--- config.mk ---
export PLATFORM = sky130hd
export DESIGN_NAME = lane_deskew
export DESIGN_NICKNAME = d
export VERILOG_FILES = /design/src/rtl/lane_deskew.sv
export SDC_FILE = /design/constraint.sdc
export NUM_CORES = 1
export LEC_CHECK = 0
export ABC_AREA = 0
export CELL_PAD_IN_SITES_DETAIL_PLACEMENT = 2
export CELL_PAD_IN_SITES_GLOBAL_PLACEMENT = 2
export CORE_UTILIZATION = 35
export CTS_BUF_LIST = sky130_fd_sc_hd__clkbuf_8
export CTS_CLUSTER_SIZE = 40
export DETAILED_ROUTE_END_ITERATION = 16
export GPL_TIMING_DRIVEN = 0
export PLACE_DENSITY = 0.76
export SETUP_SLACK_MARGIN = 0.3
export SYNTH_ARGS = -nofsm -noshare
export SYNTH_HDL_FRONTEND = slang
export SYNTH_SLANG_ARGS = --single-unit
--- constraint.sdc ---
create_clock -name fsm_clk -period 3.4 [get_ports fsm_clk]
set_clock_uncertainty 0.15 [all_clocks]
set_input_delay 0.68 -clock fsm_clk [delete_from_list [all_inputs] [get_ports fsm_clk]]
set_output_delay 0.68 -clock fsm_clk [all_outputs]
set_load 0.01 [all_outputs]
--- src/rtl/lane_deskew.sv ---
// lane_deskew: two-lane receive deskew stage feeding data_bus_receive.
// Hunts for SYNC_BYTE on both raw lanes, measures how many cycles one lane
// leads the other, then delays the leading lane so that the bytes handed
// downstream are cycle-aligned.
//
// Ports
//   fsm_clk     single rising-edge clock
//   rst         synchronous active-low reset
//   lane_rx_on  receiver enable; low returns the block to IDLE
//   lane_0_rx   raw lane 0 byte, valid every cycle
//   lane_1_rx   raw lane 1 byte, valid every cycle
//   lane_0_al   deskewed lane 0 byte
//   lane_1_al   deskewed lane 1 byte
//   aligned     high while the outputs carry aligned data
//   skew_err    one-cycle pulse on skew overflow or alignment loss
//   skew_lane   lane being delayed (0 = lane 0, 1 = lane 1)
//   skew_cnt    applied delay in cycles
//
// state     | meaning
// ----------+----------------------------------------------------------
// S_IDLE    | receiver off, outputs zero
// S_SEARCH  | looking for SYNC_BYTE on either lane
// S_WAIT    | sync seen on the early lane, counting until the late lane
// S_ALIGNED | delay applied, outputs carry deskewed data

module lane_deskew #(
  parameter logic [7:0] SYNC_BYTE = 8'hC5,
  parameter int         MAX_SKEW  = 7,
  parameter int         SKEW_W    = 4
) (
  input  logic              fsm_clk,
  input  logic              rst,
  input  logic              lane_rx_on,
  input  logic [7:0]        lane_0_rx,
  input  logic [7:0]        lane_1_rx,
  output logic [7:0]        lane_0_al,
  output logic [7:0]        lane_1_al,
  output logic              aligned,
  output logic              skew_err,
  output logic              skew_lane,
  output logic [SKEW_W-1:0] skew_cnt
);

  typedef enum logic [1:0] {
    S_IDLE    = 2'd0,
    S_SEARCH  = 2'd1,
    S_WAIT    = 2'd2,
    S_ALIGNED = 2'd3
  } state_t;

  localparam logic [SKEW_W-1:0] MAX_C = SKEW_W'(MAX_SKEW);
  localparam logic [SKEW_W-1:0] ONE_C = SKEW_W'(1);

  state_t            state, state_nxt;
  logic [SKEW_W-1:0] cnt, cnt_nxt;
  logic              early, early_nxt;
  logic              skew_lane_nxt;
  logic [SKEW_W-1:0] skew_cnt_nxt;
  logic              err_nxt;
  logic [7:0]        lane_0_nxt, lane_1_nxt;
  logic              aligned_nxt;

  logic [7:0]        dly_0 [MAX_SKEW];
  logic [7:0]        dly_1 [MAX_SKEW];
  logic [SKEW_W-1:0] sel_0, sel_1;
  logic [7:0]        tap_0, tap_1;

  logic sync_0, sync_1, sync_other, sync_mine, out_sync_0, out_sync_1;

  assign sync_0     = (lane_0_rx == SYNC_BYTE);
  assign sync_1     = (lane_1_rx == SYNC_BYTE);
  assign sync_other = early ? sync_0 : sync_1;
  assign sync_mine  = early ? sync_1 : sync_0;
  assign out_sync_0 = (lane_0_al == SYNC_BYTE);
  assign out_sync_1 = (lane_1_al == SYNC_BYTE);

  always_ff @(posedge fsm_clk) begin
    if (!rst) begin
      state     <= S_IDLE;
      cnt       <= '0;
      early     <= 1'b0;
      skew_lane <= 1'b0;
      skew_cnt  <= '0;
      skew_err  <= 1'b0;
      aligned   <= 1'b0;
      lane_0_al <= '0;
      lane_1_al <= '0;
    end else begin
      state     <= state_nxt;
      cnt       <= cnt_nxt;
      early     <= early_nxt;
      skew_lane <= skew_lane_nxt;
      skew_cnt  <= skew_cnt_nxt;
      skew_err  <= err_nxt;
      aligned   <= aligned_nxt;
      lane_0_al <= lane_0_nxt;
      lane_1_al <= lane_1_nxt;
    end
  end

  // Delay lines run continuously; entry i holds the lane byte from i+1 cycles ago.
  always_ff @(posedge fsm_clk) begin
    if (!rst) begin
      for (int i = 0; i < MAX_SKEW; i++) begin
        dly_0[i] <= '0;
        dly_1[i] <= '0;
      end
    end else begin
      dly_0[0] <= lane_0_rx;
      dly_1[0] <= lane_1_rx;
      for (int i = 1; i < MAX_SKEW; i++) begin
        dly_0[i] <= dly_0[i-1];
        dly_1[i] <= dly_1[i-1];
      end
    end
  end

  always_comb begin
    state_nxt     = state;
    cnt_nxt       = cnt;
    early_nxt     = early;
    skew_lane_nxt = skew_lane;
    skew_cnt_nxt  = skew_cnt;
    err_nxt       = 1'b0;
    if (!lane_rx_on) begin
      state_nxt    = S_IDLE;
      skew_cnt_nxt = '0;
    end else begin
      case (state)
        S_IDLE: state_nxt = S_SEARCH;
        S_SEARCH: begin
          if (sync_0 && sync_1) begin
            skew_cnt_nxt = '0;
            state_nxt    = S_ALIGNED;
          end else if (sync_0 || sync_1) begin
            early_nxt     = sync_1;
            skew_lane_nxt = sync_1;
            cnt_nxt       = ONE_C;
            state_nxt     = S_WAIT;
          end
        end
        S_WAIT: begin
          // Overflow is tested before anything else so cnt never passes MAX_SKEW+1.
          if (cnt > MAX_C) begin
            err_nxt   = 1'b1;
            state_nxt = S_SEARCH;
          end else if (sync_0 && sync_1) begin
            skew_cnt_nxt = '0;
            state_nxt    = S_ALIGNED;
          end else if (sync_other) begin
            skew_cnt_nxt = cnt;
            state_nxt    = S_ALIGNED;
          end else if (sync_mine) begin
            cnt_nxt = ONE_C;
          end else begin
            cnt_nxt = cnt + ONE_C;
          end
        end
        S_ALIGNED: begin
          if (out_sync_0 != out_sync_1) begin
            err_nxt   = 1'b1;
            state_nxt = S_SEARCH;
          end
        end
        default: state_nxt = S_IDLE;
      endcase
    end
  end

  // Taps use the next-cycle skew so the sync pair lands on both outputs in
  // the very first ALIGNED cycle.
  assign sel_0 = skew_lane_nxt ? '0 : skew_cnt_nxt;
  assign sel_1 = skew_lane_nxt ? skew_cnt_nxt : '0;

  always_comb begin
    tap_0 = lane_0_rx;
    tap_1 = lane_1_rx;
    for (int i = 0; i < MAX_SKEW; i++) begin
      if (sel_0 == SKEW_W'(i + 1)) tap_0 = dly_0[i];
      if (sel_1 == SKEW_W'(i + 1)) tap_1 = dly_1[i];
    end
  end

  always_comb begin
    lane_0_nxt  = '0;
    lane_1_nxt  = '0;
    aligned_nxt = 1'b0;
    if (state_nxt == S_ALIGNED) begin
      lane_0_nxt  = tap_0;
      lane_1_nxt  = tap_1;
      aligned_nxt = 1'b1;
    end
  end

endmodule

==> results of run 1 <==
## cells in the final DEF (no fill, tap or decap), drive strengths merged, types with 6 or more instances in the layout
cell type / instances
nor4: 8
nand3: 6
a21oi: 24
buf: 115
nand2: 28
mux2i: 14
o22ai: 6
o21ai: 15
o221ai: 7
a211oi: 16
inv: 8
a2bb2oi: 7
clkinv: 7
clkdlybuf4s50: 25
nor3: 10
nand2b: 10
clkbuf: 42
and2: 116
a22oi: 7
dfxtp: 142
nor2: 29
## cell families after synthesis
kind of cell,after synthesis,synth area share (%)
flip-flops,142,49.26
buffers and inverters,42,3.252
multiplexers,15,2.624
adder cells (fa/ha/maj),5,1.084
AO/OA/AOI/OAI,133,17.89
AND/OR/NAND/NOR,243,25.89
## critical path, stage by stage (launching register included)
cell and delay [ps]:
dfxtp_1 350, nor4bb_1 790, a211o_1 340, a31oi_1 190, o221ai_1 240, nand3b_1 220, a211oi_4 200, buf_4 190
nand3b_1 300, o32ai_2 370
## worst min path at each step
stage                 startpoint  depth (start not counted)     endpoint
CTS                 lane_0_rx[2]                          2  dly_0[0][2]
finish              lane_1_rx[3]                          2  dly_1[0][3]
global placement     dly_1[4][3]                          1  dly_1[5][3]
global route        lane_1_rx[3]                          2  dly_1[0][3]
detailed placement   dly_1[0][6]                          1  dly_1[1][6]
floorplan            dly_0[0][0]                          1  dly_0[1][0]
## flip-flops by register name, summed over array words and instances, names as in the netlist
name,flops
dly_0,56
lane_1_al,8
skew_lane,1
cnt,4
lane_0_al,8
aligned,1
state,2
skew_err,1
skew_cnt,4
dly_1,56
early,1
## cell type report
class	instances	area (um^2)	share of cell area [%]
timing repair buffer	128	1182	13.79
multi-input combinational	396	3568	41.63
tap	216	270.3	3.153
antenna	1	2.502	0.02919
inverter	7	30.03	0.3503
clock buffer	19	261.5	3.051
sequential	142	2848	33.22
clock inverter	13	98.84	1.153
buffer	35	310.3	3.620
## what timing repair did
| item | CTS | global route |
|---|---|---|
| resized for setup | 206 | 72 |
| pin swaps | 45 | 58 |
| gates cloned | 1 | 0 |
| endpoints found under the setup margin | 19 | 16 |
| setup buffers | 67 | 19 |
## per-stage QoR
stage	cells	TNS, ps	setup WS (ps)
2_1_floorplan	580	0	103.1
3_3_place_gp	837	-22590	-1500
3_5_place_dp	837	-20910	-1457
4_1_cts	937	0	241.0
5_1_grt	957	-235.5	-144.6
6_report	957	-20.81	-20.81
## per-layer routing
layer	vias up	part of all wire (%)	GRT usage, %	wire length (um)
met5	-	0	0	0
met4	0	4.7	15.15	1392
li1	2369	-	-	-
met1	2909	40	36.47	11990
met2	230	50	55.76	15050
met3	94	5.0	6.840	1498
## power breakdown
part	total, mW	internal [mW]	switching [mW]
Clock	1.36	0.605	0.751
Sequential	1.72	1.69	0.0286
Combinational	0.209	0.0894	0.119
==> impl_metrics.env, run 1 <==
export IMPL_initialDrtViolationCount=326
export IMPL_area_growth_pct=48.55
export IMPL_grt_max_degree=17
export IMPL_critical_path_arrival_ps=3660
export IMPL_drive_gt1_share_pct=35.81
export IMPL_ys_types=74
export IMPL_numPortBuffers=41
export IMPL_cts_buffers=17
export IMPL_fin_nets=751
export IMPL_worstSetupEndpoint="lane_1_al[0]"
export IMPL_crit_path_max_fanout=3
export IMPL_synth_largest_area_cell="dfxtp_1"
export IMPL_num_rows=46
export IMPL_stdcell_area_um2=8572
export IMPL_yosys_warnings=0
export IMPL_chipHeight_um=130.4
export IMPL_synth_cells=580
export IMPL_drv_slew=0
export IMPL_worstMarginPinSlew_ps=902.0
export IMPL_grt_antenna_before_repair=1
export IMPL_ctsRootBufferMaster="clkbuf_8"
export IMPL_hold_viol_final=0
export IMPL_synth_area_leaders="dfxtp_1, and2_1, mux2i_1"
export IMPL_cellPowerDensity_nw_per_um2=383.3
export IMPL_drt_wl_total_um=29930
export IMPL_relSlewSlack_pct=39.04
export IMPL_grt_pass1_vias=5962
export IMPL_nFillCells=1602
export IMPL_drcViolationCount=0
export IMPL_violations="setup timing"
export IMPL_ioPinCount=42
export IMPL_synth_avg_cell_area_um2=9.949
export IMPL_postRouteAntennaNets=0
export IMPL_grt_pass1_wl_um=38180
export IMPL_core_um2=16000
export IMPL_crit_type="register to register"
export IMPL_first_pass_iters=5
export IMPL_post_dp_cell_area_um2=6561
export IMPL_hp_class="input pin to register"
export IMPL_synth_fp_nets=604
export IMPL_wire_per_inst_um=31.27
export IMPL_syn_area_um2=5771
export IMPL_end_kind="register"
export IMPL_grt_ovfl_total=0
export IMPL_htreeDepth=4
export IMPL_synth_edf_count=0
export IMPL_die_area_um2=17000
export IMPL_cap_violations=0
export IMPL_routed_via_density=5.854
export IMPL_rsz0062_at_grt="true"
export IMPL_ff2ff_path_depth=9
export IMPL_synth_seq_area_share_pct=49.26
export IMPL_required_ps=3640
export IMPL_ys_ff_latch=142
export IMPL_fin_hold_ws_ps=271.9
export IMPL_grt_total_usage_pct=31.64
export IMPL_synth_top_area_share_pct=49.26
export IMPL_yosysMostFrequentCell="dfxtp_1"
export IMPL_vdd_drop_max_uv=377.9
export IMPL_cts_tree="done"
export IMPL_path_clk_slew_ps=90
export IMPL_clkLatencyLatePin_ps=490
export IMPL_fin_crit_ps=3421
export IMPL_via_count=5602
export IMPL_r2r_slack_ps=-20
export IMPL_start_util_pct=36.07
export IMPL_hold_buffers=0
export IMPL_cts_buffer_depth=2
export IMPL_finalWeightedCongestion=0.8137
export IMPL_yosys_most_used_dff="dfxtp_1"
export IMPL_finalPower_mw=3.286
export IMPL_fin_ws_ps=-20.81
export IMPL_clock_fmax_ghz=0.2923
export IMPL_timing_rr_end="lane_1_al[0]"
export IMPL_async_flop_share_pct=0
export IMPL_finalCritPeriodShare_pct=100.6
export IMPL_die_w_um=130.4
export IMPL_dp_hpwl_um=13250
export IMPL_status="finished, violations left"
export IMPL_clock_sinks=142
export IMPL_start_kind="register"
export IMPL_setup_viol=1
export IMPL_critPathLaunch="lane_1_al[7]"
export IMPL_final_util_pct=53.57
export IMPL_yosys_top_cells_count="dfxtp_1, and2_1, nor2_1"
export IMPL_r2r_start="lane_1_al[7]"
export IMPL_power_leakage_nw=3.380
No activity file was read; power rests on OpenSTA's default activity.
==> run 2, diff against run 1 <==
--- a/config.mk
+++ b/config.mk
@@ -15,6 +15,7 @@
 export GPL_TIMING_DRIVEN = 0
 export PLACE_DENSITY = 0.76
 export SETUP_SLACK_MARGIN = 0.3
+export SKIP_CTS_REPAIR_TIMING = 1
 export SYNTH_ARGS = -nofsm -noshare
 export SYNTH_HDL_FRONTEND = slang
 export SYNTH_SLANG_ARGS = --single-unit
==> constraint.sdc (replaced) <==
create_clock -name fsm_clk -period 3.4 [get_ports fsm_clk]
set_clock_uncertainty 0.15 [all_clocks]
set_input_delay 0.34 -clock fsm_clk [delete_from_list [all_inputs] [get_ports fsm_clk]]
set_output_delay 0.34 -clock fsm_clk [all_outputs]
set_load 0.01 [all_outputs]
==> impl_metrics.env, run 2 (same netlist as run 1, synthesis figures left out) <==
export IMPL_start_kind="register"
export IMPL_ctsRootBufferMaster="clkbuf_8"
export IMPL_cpPeakStageDelay_ps=400
export IMPL_drv_slew=0
export IMPL_relSlewSlack_pct=47.05
export IMPL_cpMostUsedCell="a21oi_4"
export IMPL_fin_hold_ws_ps=55.20
export IMPL_cellPowerDensity_nw_per_um2=396.4
export IMPL_crit_slowest_cell="dfxtp_2"
export IMPL_multi_input_area_um2=3329
export IMPL_grt_pass1_vias=5176
export IMPL_worstMarginPinSlew_ps=794.2
export IMPL_wire_per_inst_um=28.35
export IMPL_drive_gt1_share_pct=28.17
export IMPL_critical_path_arrival_ps=3540
export IMPL_first_pass_iters=5
export IMPL_setup_viol=0
export IMPL_chipHeight_um=130.4
export IMPL_status="finished clean"
export IMPL_required_ps=3600
export IMPL_initialDrtViolationCount=301
export IMPL_place_inst=837
export IMPL_rsz0062_at_grt="true"
export IMPL_register_area_um2=2850
export IMPL_end_kind="register"
export IMPL_grt_ovfl_total=0
export IMPL_layout_common_cells="dfxtp_1, and2_1, buf_4"
export IMPL_vdd_drop_max_uv=287.5
export IMPL_cts_buffers=17
export IMPL_power_leakage_nw=3.267
export IMPL_grt_antenna_before_repair=0
export IMPL_path_clk_slew_ps=90
export IMPL_nFillCells=1635
export IMPL_hold_viol_final=0
export IMPL_clock_fmax_ghz=0.2997
export IMPL_crit_type="register to register"
export IMPL_routed_via_density=5.716
export IMPL_finalWeightedCongestion=0.7972
export IMPL_die_w_um=130.4
export IMPL_postRouteAntennaNets=0
export IMPL_cts_buffer_depth=2
export IMPL_grt_total_usage_pct=23.90
export IMPL_via_count=5333
export IMPL_cap_violations=0
export IMPL_clock_sinks=142
export IMPL_area_growth_pct=41.11
export IMPL_hp_class="input pin to register"
export IMPL_final_common_cell="dfxtp_1"
export IMPL_reg_top3="dly_0 (56), dly_1 (56)"
export IMPL_numPortBuffers=41
export IMPL_path_cells="inv_2 > ha_4 > and3b_2 > nand3_1 > a21oi_4 > a31oi_2 > buf_6 > buf_4 > or3_4 > a21oi_4 > nand3b_1 > o32ai_2"
export IMPL_clkLatencyLatePin_ps=490
export IMPL_finalNonFillerCells=933
export IMPL_grt_max_degree=17
export IMPL_drt_wl_total_um=26450
export IMPL_n_antenna_cell=0
export IMPL_dp_hpwl_um=13400
export IMPL_htreeDepth=4
export IMPL_ioPinCount=42
export IMPL_num_rows=46
export IMPL_crit_path_max_fanout=6
export IMPL_grt_pass1_wl_um=29630
export IMPL_drcViolationCount=0
export IMPL_fin_crit_ps=3337
export IMPL_fin_nets=729
export IMPL_core_um2=16000
export IMPL_die_area_um2=17000
export IMPL_start_util_pct=36.07
export IMPL_cts_tree="done"
export IMPL_finalCritPeriodShare_pct=98.15
[run 2: final cells by class]
type | count | area share [%]
Clock inverter | 13 | 1.429
Sequential cell | 142 | 35.00
Clock buffer | 18 | 3.042
Buffer | 35 | 3.150
Multi-Input combinational cell | 396 | 40.89
Tap cell | 216 | 3.319
Inverter | 7 | 0.3688
Timing Repair Buffer | 106 | 12.80
[run 2: per-stage QoR]
stage	TNS, ps	cell area, um^2	worst slack [ps]	power (mW)	util (%)
CTS	-9649	6820	-845.4	3.177	42.63
floorplan	0	5771	370.0	1.810	-
finish	0	8143	62.94	3.228	50.89
detailed placement	-17630	6456	-1342	1.880	40.35
global placement	-17620	6451	-1282	1.871	40.32
global route	0	8143	22.07	3.320	50.89
[run 2: worst max-delay path, delay by kind of cell, from the launching register on]
kind | cells | cell delay (ps)
AND/OR/NAND/NOR | 4 | 1160
AO/OA/AOI/OAI | 4 | 690
buffers and inverters | 3 | 440
flip-flops | 1 | 400
adder cells (fa/ha/maj) | 1 | 340
[run 2: per-layer routing]
layer / up-vias / global-route usage (%) / share of wire (%)
met5: - / 0 / 0
met4: 0 / 7.776 / 3.4
met3: 61 / 4.682 / 3.9
met2: 161 / 42.08 / 51
met1: 2783 / 29.26 / 41
li1: 2328 / - / -
[run 2: report_power, final]
part	internal, mW	total (mW)	switching, mW	leakage (nW)
clock network	0.596	1.34	0.743	0.187
registers	1.69	1.72	0.0233	1.16
logic	0.0713	0.173	0.102	1.92
[run 2: final timing paths]
| kind | end | slack, ps | cells past startpoint | startpoint |
|---|---|---|---|---|
| max | lane_1_al[0] | 60 | 12 | state[1] |
| min | dly_1[0][5] | 60 | 2 | lane_1_rx[5] |
| max reg2reg | lane_1_al[0] | 60 | 12 | state[1] |
| min reg2reg | dly_1[5][6] | 330 | 1 | dly_1[4][6] |
